<file path="src/rtl/psum_acc_sequencer.sv">
// -----------------------------------------------------------------------------
// psum_acc_sequencer
//
// Initiator side of the SFU accumulate interface. For one job it reads K
// partial-sum rows from psum SRAM, streams them to the SFU framed by
// sfu_acc_o, waits one idle cycle so the SFU can apply ReLU to its
// accumulator, then writes the SFU result into output SRAM.
//
// Job timeline (E0 = edge that accepts start_i, cycle c counts from E0):
//   c = 0..K-1 : RUN   psum read at rd_base + c*rd_stride
//   c = 1..K   :       sfu_acc_o high (row data arrives 1 cycle after read)
//   c = K+1    : WAIT  acc low, SFU applies ReLU
//   c = K+2    : WRITE output SRAM write + done_o
//
// Optional feature macro: PSUM_SEQ_BYPASS_EN
//   Adds bypass_mode_i. In bypass jobs every row is written raw to
//   wr_addr+i in cycle i+1, acc stays low and WAIT is skipped.
//
// Ports
//   clk, reset      clock, synchronous active-high reset
//   start_i         start a job (sampled in IDLE only)
//   num_tiles_i     K rows to accumulate (0 behaves as 1)
//   rd_base_i       first psum read address
//   rd_stride_i     address step between psum rows (wraps mod 2^addr_bw)
//   wr_addr_i       output SRAM write address
//   psum_cen_o      psum SRAM chip enable (active low)
//   psum_addr_o     psum SRAM address
//   psum_data_i     psum SRAM read data (1-cycle latency)
//   sfu_acc_o       SFU accumulate strobe
//   sfu_bypass_o    SFU bypass select
//   sfu_psum_o      row data to SFU (combinational from psum_data_i)
//   sfu_psum_i      SFU result
//   out_cen_o       output SRAM chip enable (active low)
//   out_wen_o       output SRAM write enable (active low)
//   out_addr_o      output SRAM address
//   out_data_o      output SRAM write data (combinational from sfu_psum_i)
//   busy_o          job in flight (cycle after accept through WRITE)
//   done_o          1-cycle pulse with the result write
// -----------------------------------------------------------------------------
module psum_acc_sequencer #(
    parameter int psum_bw = 16,
    parameter int col     = 8,
    parameter int addr_bw = 11
) (
    input  logic                     clk,
    input  logic                     reset,
    input  logic                     start_i,
`ifdef PSUM_SEQ_BYPASS_EN
    input  logic                     bypass_mode_i,
`endif
    input  logic [7:0]               num_tiles_i,
    input  logic [addr_bw-1:0]       rd_base_i,
    input  logic [addr_bw-1:0]       rd_stride_i,
    input  logic [addr_bw-1:0]       wr_addr_i,
    output logic                     psum_cen_o,
    output logic [addr_bw-1:0]       psum_addr_o,
    input  logic [col*psum_bw-1:0]   psum_data_i,
    output logic                     sfu_acc_o,
    output logic                     sfu_bypass_o,
    output logic [col*psum_bw-1:0]   sfu_psum_o,
    input  logic [col*psum_bw-1:0]   sfu_psum_i,
    output logic                     out_cen_o,
    output logic                     out_wen_o,
    output logic [addr_bw-1:0]       out_addr_o,
    output logic [col*psum_bw-1:0]   out_data_o,
    output logic                     busy_o,
    output logic                     done_o
);

    typedef enum logic [1:0] {IDLE, RUN, WAIT, WRITE} state_t;

    state_t               state_q;
    logic [7:0]           k_q;          // effective row count of the job
    logic [7:0]           cnt_q;        // rows whose read has been issued
    logic [addr_bw-1:0]   stride_q;
    logic [addr_bw-1:0]   wr_q;         // write address (advances in bypass)
    logic                 wait_first_q; // first of the two post-RUN cycles
    logic                 rd_vld_q;
    logic                 psum_cen_q;
    logic [addr_bw-1:0]   psum_addr_q;
    logic                 out_cen_q;
    logic                 out_wen_q;
    logic [addr_bw-1:0]   out_addr_q;
    logic                 busy_q;
    logic                 done_q;
    logic                 byp_q;

    logic [7:0]           k_eff_d;
    logic                 bypass_d;

    assign k_eff_d = (num_tiles_i == 8'd0) ? 8'd1 : num_tiles_i;

`ifdef PSUM_SEQ_BYPASS_EN
    assign bypass_d = bypass_mode_i;
`else
    assign bypass_d = 1'b0;
`endif

    always_ff @(posedge clk) begin
        if (reset) begin
            state_q      <= IDLE;
            k_q          <= 8'd0;
            cnt_q        <= 8'd0;
            stride_q     <= '0;
            wr_q         <= '0;
            wait_first_q <= 1'b0;
            rd_vld_q     <= 1'b0;
            psum_cen_q   <= 1'b1;
            psum_addr_q  <= '0;
            out_cen_q    <= 1'b1;
            out_wen_q    <= 1'b1;
            out_addr_q   <= '0;
            busy_q       <= 1'b0;
            done_q       <= 1'b0;
            byp_q        <= 1'b0;
        end else begin
            // Read data lands one cycle after the read, so acc is the
            // delayed read strobe. Bypass jobs never accumulate.
            rd_vld_q  <= ~psum_cen_q & ~byp_q;
            out_cen_q <= 1'b1;
            out_wen_q <= 1'b1;
            done_q    <= 1'b0;

            case (state_q)
                IDLE: begin
                    if (start_i) begin
                        state_q     <= RUN;
                        k_q         <= k_eff_d;
                        cnt_q       <= 8'd1;
                        stride_q    <= rd_stride_i;
                        wr_q        <= wr_addr_i;
                        psum_cen_q  <= 1'b0;
                        psum_addr_q <= rd_base_i;
                        busy_q      <= 1'b1;
                        byp_q       <= bypass_d;
                    end
                end
                RUN: begin
                    // Bypass: the row read this cycle is written next cycle.
                    if (byp_q) begin
                        out_cen_q  <= 1'b0;
                        out_wen_q  <= 1'b0;
                        out_addr_q <= wr_q;
                        wr_q       <= wr_q + addr_bw'(1);
                    end
                    if (cnt_q == k_q) begin
                        psum_cen_q <= 1'b1;
                        if (byp_q) begin
                            state_q <= WRITE;
                            done_q  <= 1'b1;
                        end else begin
                            state_q      <= WAIT;
                            wait_first_q <= 1'b1;
                        end
                    end else begin
                        psum_addr_q <= psum_addr_q + stride_q;
                        cnt_q       <= cnt_q + 8'd1;
                    end
                end
                WAIT: begin
                    // First WAIT cycle still carries the last acc beat;
                    // the second is the acc-low cycle for the ReLU latch.
                    if (wait_first_q) begin
                        wait_first_q <= 1'b0;
                    end else begin
                        state_q    <= WRITE;
                        out_cen_q  <= 1'b0;
                        out_wen_q  <= 1'b0;
                        out_addr_q <= wr_q;
                        done_q     <= 1'b1;
                    end
                end
                WRITE: begin
                    state_q <= IDLE;
                    busy_q  <= 1'b0;
                    byp_q   <= 1'b0;
                end
                default: state_q <= IDLE;
            endcase
        end
    end

    assign psum_cen_o   = psum_cen_q;
    assign psum_addr_o  = psum_addr_q;
    assign sfu_acc_o    = rd_vld_q;
    assign sfu_bypass_o = byp_q;
    assign sfu_psum_o   = psum_data_i;
    assign out_cen_o    = out_cen_q;
    assign out_wen_o    = out_wen_q;
    assign out_addr_o   = out_addr_q;
    assign out_data_o   = sfu_psum_i;
    assign busy_o       = busy_q;
    assign done_o       = done_q;

endmodule

</file>
<file path="config.mk">
export PLATFORM = sky130hd
export DESIGN_NAME = psum_acc_sequencer
export DESIGN_NICKNAME = d
export VERILOG_FILES = /design/src/rtl/psum_acc_sequencer.sv
export SDC_FILE = /design/constraint.sdc
export NUM_CORES = 1
export LEC_CHECK = 0
export BUFFER_PORTS_ARGS = -buffer_cell sky130_fd_sc_hd__buf_4
export CAP_MARGIN = 20
export CORE_AREA = 5 5 225 227
export CTS_BUF_LIST = sky130_fd_sc_hd__clkbuf_8
export DETAILED_ROUTE_END_ITERATION = 7
export DIE_AREA = 0 0 230 232
export PLACE_DENSITY_LB_ADDON = 0.25
export REMOVE_ABC_BUFFERS = 1
export SLEW_MARGIN = 10
export SYNTH_ARGS = -nofsm -noshare
export SYNTH_HDL_FRONTEND = slang
export SYNTH_SLANG_ARGS = --single-unit
</file>
<file path="constraint.sdc">
create_clock -name clk -period 5.25 [get_ports clk]
set_input_delay 0.2625 -clock clk [delete_from_list [all_inputs] [get_ports clk]]
set_output_delay 0.2625 -clock clk [all_outputs]
set_load 0.05 [all_outputs]
</file>
== After elaboration in Yosys (flattened, before gate mapping) ==
Cells that the tools add are included.
Storage, ports and cells
  bits in registers: 69
  output and inout bits: 285
  ROM bits: 0
  memories kept: 0
  latch bits: 0
  logic and storage cells: 77
  input bits: 300
  bits in writable memories: 0
Cells by class
  div/mod/pow operators: 0
  multipliers: 0
  reduce and logical (&&, ||, !) cells: 13
  shifts and indexed selects: 0
  bitwise gates (word level): 3
  muxes and demuxes: 34
  equal/unequal tests: 10
  magnitude comparators: 0
  add/subtract/negate cells: 3
Operators by type and width (number)
  $mux 11: 6
  $pmux 11 s2: 3
  $mux 8: 3
  $reduce_and 3->1: 6
  $pmux 8 s2: 1
  $ne 2x2->1 const B: 6
  $pmux 1 s2: 6
  $add 11x1->11 const B: 1
  $add 11x11->11: 1
  $mux 1: 11
  $add 8x1->8 const B: 1
  $eq 8x8->1: 1
  $logic_not 8->1: 1
  $pmux 2 s4: 1
  $mux 2: 3
  $reduce_bool 2->1: 3
  $eq 2x2->1 const B: 2
  $reduce_and 2->1: 2
  $eq 2x1->1 const B: 1
  $logic_not 2->1: 1
  $not 1->1: 2
  $and 1x1->1: 1

== Logic depth before layout (Yosys ltp) ==
  word-level depth: 3
  gate-level depth with buffers: 10
  gate-level depth less buffers: 9

== Worst setup path after synthesis ==
OpenSTA, ideal clock, no wires.
  path kind: flip-flop to flip-flop
  from: register psum_addr_q[0] (netlist: psum_addr_o[0])
  to: register psum_addr_q[10] (netlist: psum_addr_o[10])
  cell stages (with the launch flop): 10
  required time: 5123 ps
  data arrival time: 2335 ps
  slack: 2788 ps
  cell sequence: dfxtp_1 > ha_1 > inv_1 > fa_1 > nor2b_4 > o2111ai_2 > nand4_1 > a21oi_1 > o2111ai_1 > or3b_1
On the way
  longest elaborated chain between the ends: 3
RTL lines
  start: declaration: line 80  | logic [addr_bw-1:0] psum_addr_q;
  start signal: assignment: line 133  | psum_addr_q <= rd_base_i;
  start signal: assignment: line 156  | psum_addr_q <= psum_addr_q + stride_q;
  $add 11x11->11: line 156
  $mux 11: line 146  | if (cnt_q == k_q) begin
  $pmux 11 s2: line 124  | case (state_q)
Every way passes these cells. The select of a mux whose other input is x is not followed.
A chain may end at the register's enable or synchronous reset.

== Worst setup path in the final report ==
  from: register state_q[1]
  to: register psum_addr_q[10] (netlist: psum_addr_o[10])
On the way
  longest elaborated chain between the ends: 3
RTL lines
  start: declaration: line 72  | state_t state_q;
  start signal: assignment: line 101  | state_q <= IDLE;
  start signal: assignment: line 127  | state_q <= RUN;
  start signal: assignment: line 149  | state_q <= WRITE;
  $eq 2x1->1 or $logic_not 2->1 (tied branches): line 124
  $ne 2x2->1 (no line) or $reduce_bool 2->1 (tied branches)
  $reduce_and 3->1 (no line)
Several ways; a longest one is shown, not always the timed one.

==> flow_summary.ini <==
[sta]
rsz0062_at_grt = false
setup-tns-final_ps = 0
min_period_over_period = 0.6164
fin_skew_ps = 11.25
setup_violations = 0
worst_pin_slew_ps = 955.5
slew_violations = 0
slew_headroom = 0.3630
fmax_mhz = 309.0
hold_viol_final = 0
holdWs_ps = 116.7
fin_crit_ps = 3236

[synth]
synth.cell_area_um2 = 5401
synth-edff-count = 0
synth_seq_cells = 68
synth_area_leaders = buf_4 (36%), dfxtp_1 (25%), nand2_1 (5.6%)
synth.distinct_cells = 50
postSynthCellCount = 692
synth_top_area_frac = 0.3586
yosys.area.top_type = buf_4
ys_async_sr_fraction = 0
synth.yosys.seq_area_share = 0.2520
yosys_warnings = 0
avgSynthCellArea_um2 = 7.806
synth_flop_cell = dfxtp_1

[grt]
grtUsageTotal = 0.3206
grt_pass1_vias = 3987
antenna_found_initial = 0
grt_max_degree = 56
grt_pass1_wl_um = 98650
grt_overflow = 0

[worst_setup_path]
critPathMaxFanout = 36
crit_start = state_q[1]$_SDFFE_PP0P_
crit_path_cell_trace = inv_1 > ha_1 > buf_4 > inv_1 > o21ai_1 > o31a_1 > buf_8 > nor3b_1 > a41o_1 > or3b_1
crit_path_end_kind = flip-flop
cp.arrival_ps = 3520
cp-start-kind = flip-flop
critPathKind = reg -> reg
cpMostUsedCell = inv_1
required_ps = 5530
cpMaxStageDelayCell = inv_1
critPathMaxStageDelay_ps = 510
regToRegStartpoint = state_q[1]$_SDFFE_PP0P_

[finish]
final_cell_area_um2 = 4898
area_growth_syn_to_layout_pct = -9.312
drive_above_1_share = 0.1928
final_nets = 811

[power]
p_leak_nw = 1.749
irDropWorstVdd_uv = 173.4
p_per_area_nw_per_um2 = 510.5
power_mw = 2.501

[clocking]
cts-root-buf = clkbuf_8
clk_path_buf_depth = 2
ctsHtreeMaxLevel = 3
cts.clk_slew.worst_paths_ps = 90
post_cts_resized = 0
cts_hold_buf = 0
cts_tree = done
cts_sinks = 68
clock_latency_ps = 400
cts_setup_buffers = 0
cts_buffers = 9

[routing]
detail-route-antenna-nets = 0
wire_per_inst_um = 79.68
wirelength_um = 89320
num_vias = 4661
drc = 0
drt-pass1-iter-count = 5
viasPerCell = 4.158
first_iter_violations = 382

[outcome]
outcome = completed

[die]
fp.dieH_um = 232
die_area_um2 = 53360
rows = 81
initial_utilization = 0.1115
die_w_um = 230
core_area_um2 = 48440
io_pins = 585

[run]
max_cap_viol_count = 0

[placed_design]
hpwlAfterDp_um = 84730
gp_congestion = 1.191
port_buffers = 71
place_area_um2 = 4681

[hold_path]
min-delay-path-class = in -> reg
hold_path.startpoint = rd_stride_i[5]
## worst max-delay path, delay by kind of cell (launching register included)
family	cells	cell delay [ps]
adder cells (fa/ha/maj)	1	150
flip-flops	1	350
AND/OR/NAND/NOR	2	440
AO/OA/AOI/OAI	3	890
buffers and inverters	4	1270
## synth_stat cells (8+ instances only)
cell / count
a211oi_1: 19
a21oi_1: 54
and2_1: 8
buf_4: 258
clkbuf_1: 19
dfxtp_1: 68
ha_1: 17
inv_1: 9
nand2_1: 80
nand3_1: 11
nand4_1: 8
nor2_1: 31
o21ai_0: 21
xnor2_1: 10
xor2_1: 8
## area by class of cell
cell class | instances | area (µm²)
Timing Repair Buffer | 74 | 563.0
Fill cell | 5652 | 43550
Clock inverter | 6 | 62.56
Clock buffer | 10 | 137.6
Multi-Input combinational cell | 331 | 1959
Tap cell | 622 | 778.2
Inverter | 9 | 33.78
Antenna cell | 1 | 2.502
Sequential cell | 68 | 1361
## sequential cells by signal, summed over array words and instances (netlist names)
name / flops
busy_o: 1
wr_q: 11
k_q: 8
wait_first_q: 1
done_o: 1
out_wen_o: 1
state_q: 2
cnt_q: 8
psum_cen_o: 1
stride_q: 11
psum_addr_o: 11
out_addr_o: 11
sfu_acc_o: 1
## worst paths after layout
check                                  to  cells after the start  slack (ps)
max reg2reg  psum_addr_o[10]$_SDFFE_PP0P_                     10        2010
min              stride_q[5]$_SDFFE_PP0P_                      3         120
max          psum_addr_o[10]$_SDFFE_PP0P_                     10        2010
min reg2reg    out_addr_o[0]$_SDFFE_PP0P_                      2         460
## per-stage QoR
step | std cells | setup WS, ps | util
after global placement | 1102 | 1744 | 0.09647
after global routing | 1120 | 1796 | 0.1011
after detailed placement | 1103 | 1618 | 0.09662
after floorplan | 408 | 1952 | -
final | 1121 | 2014 | 0.1011
after CTS | 1119 | 1613 | 0.1008
## cell families after synthesis
logic type	count (synthesis)	synth area share
adders and majority gates	18	0.04308
DFF	68	0.2520
muxes	7	0.01297
AOI/OAI and AO/OA	121	0.1346
and+or+nand+nor	166	0.1422
xor gates and xnor gates	18	0.02919
buffers and inverters	293	0.3852
other	1	0.0006943
## routing by layer
metal  vias to the layer above  wire length [µm]  global-route usage
met4                        30              9300              0.2438
met1                      1901             10470             0.09834
met5                         -              1692              0.2335
li1                       1633                 -                   -
met2                       955             41720              0.5353
met3                       142             26140              0.4663
## cell usage in the layout (no fill, tap or decap), types with 3 or more instances in the layout
master    count
nor2_1       31
dfxtp_1      68
a31oi_1       3
nand4_1       8
and3_1        7
a211oi_1     19
buf_4        73
inv_1         9
nand2_1      80
nor3_1        7
clkbuf_8     10
ha_1         17
o21ai_0      21
nor2b_1       3
a21o_1        3
nand3_1      11
and2_1        8
xnor2_1      10
a21oi_1      54
clkinv_2      3
o22ai_1       5
xor2_1        8
mux2i_1       7
## where the power goes
part / internal (mW) / total, mW / leakage (nW) / switching [mW]
logic: 0.395 / 1.21 / 1.09 / 0.813
clock network: 0.233 / 0.491 / 0.106 / 0.258
registers: 0.653 / 0.801 / 0.557 / 0.148
total: 1.28 / 2.50 / 1.75 / 1.22
(Power assumes the default switching activity.)
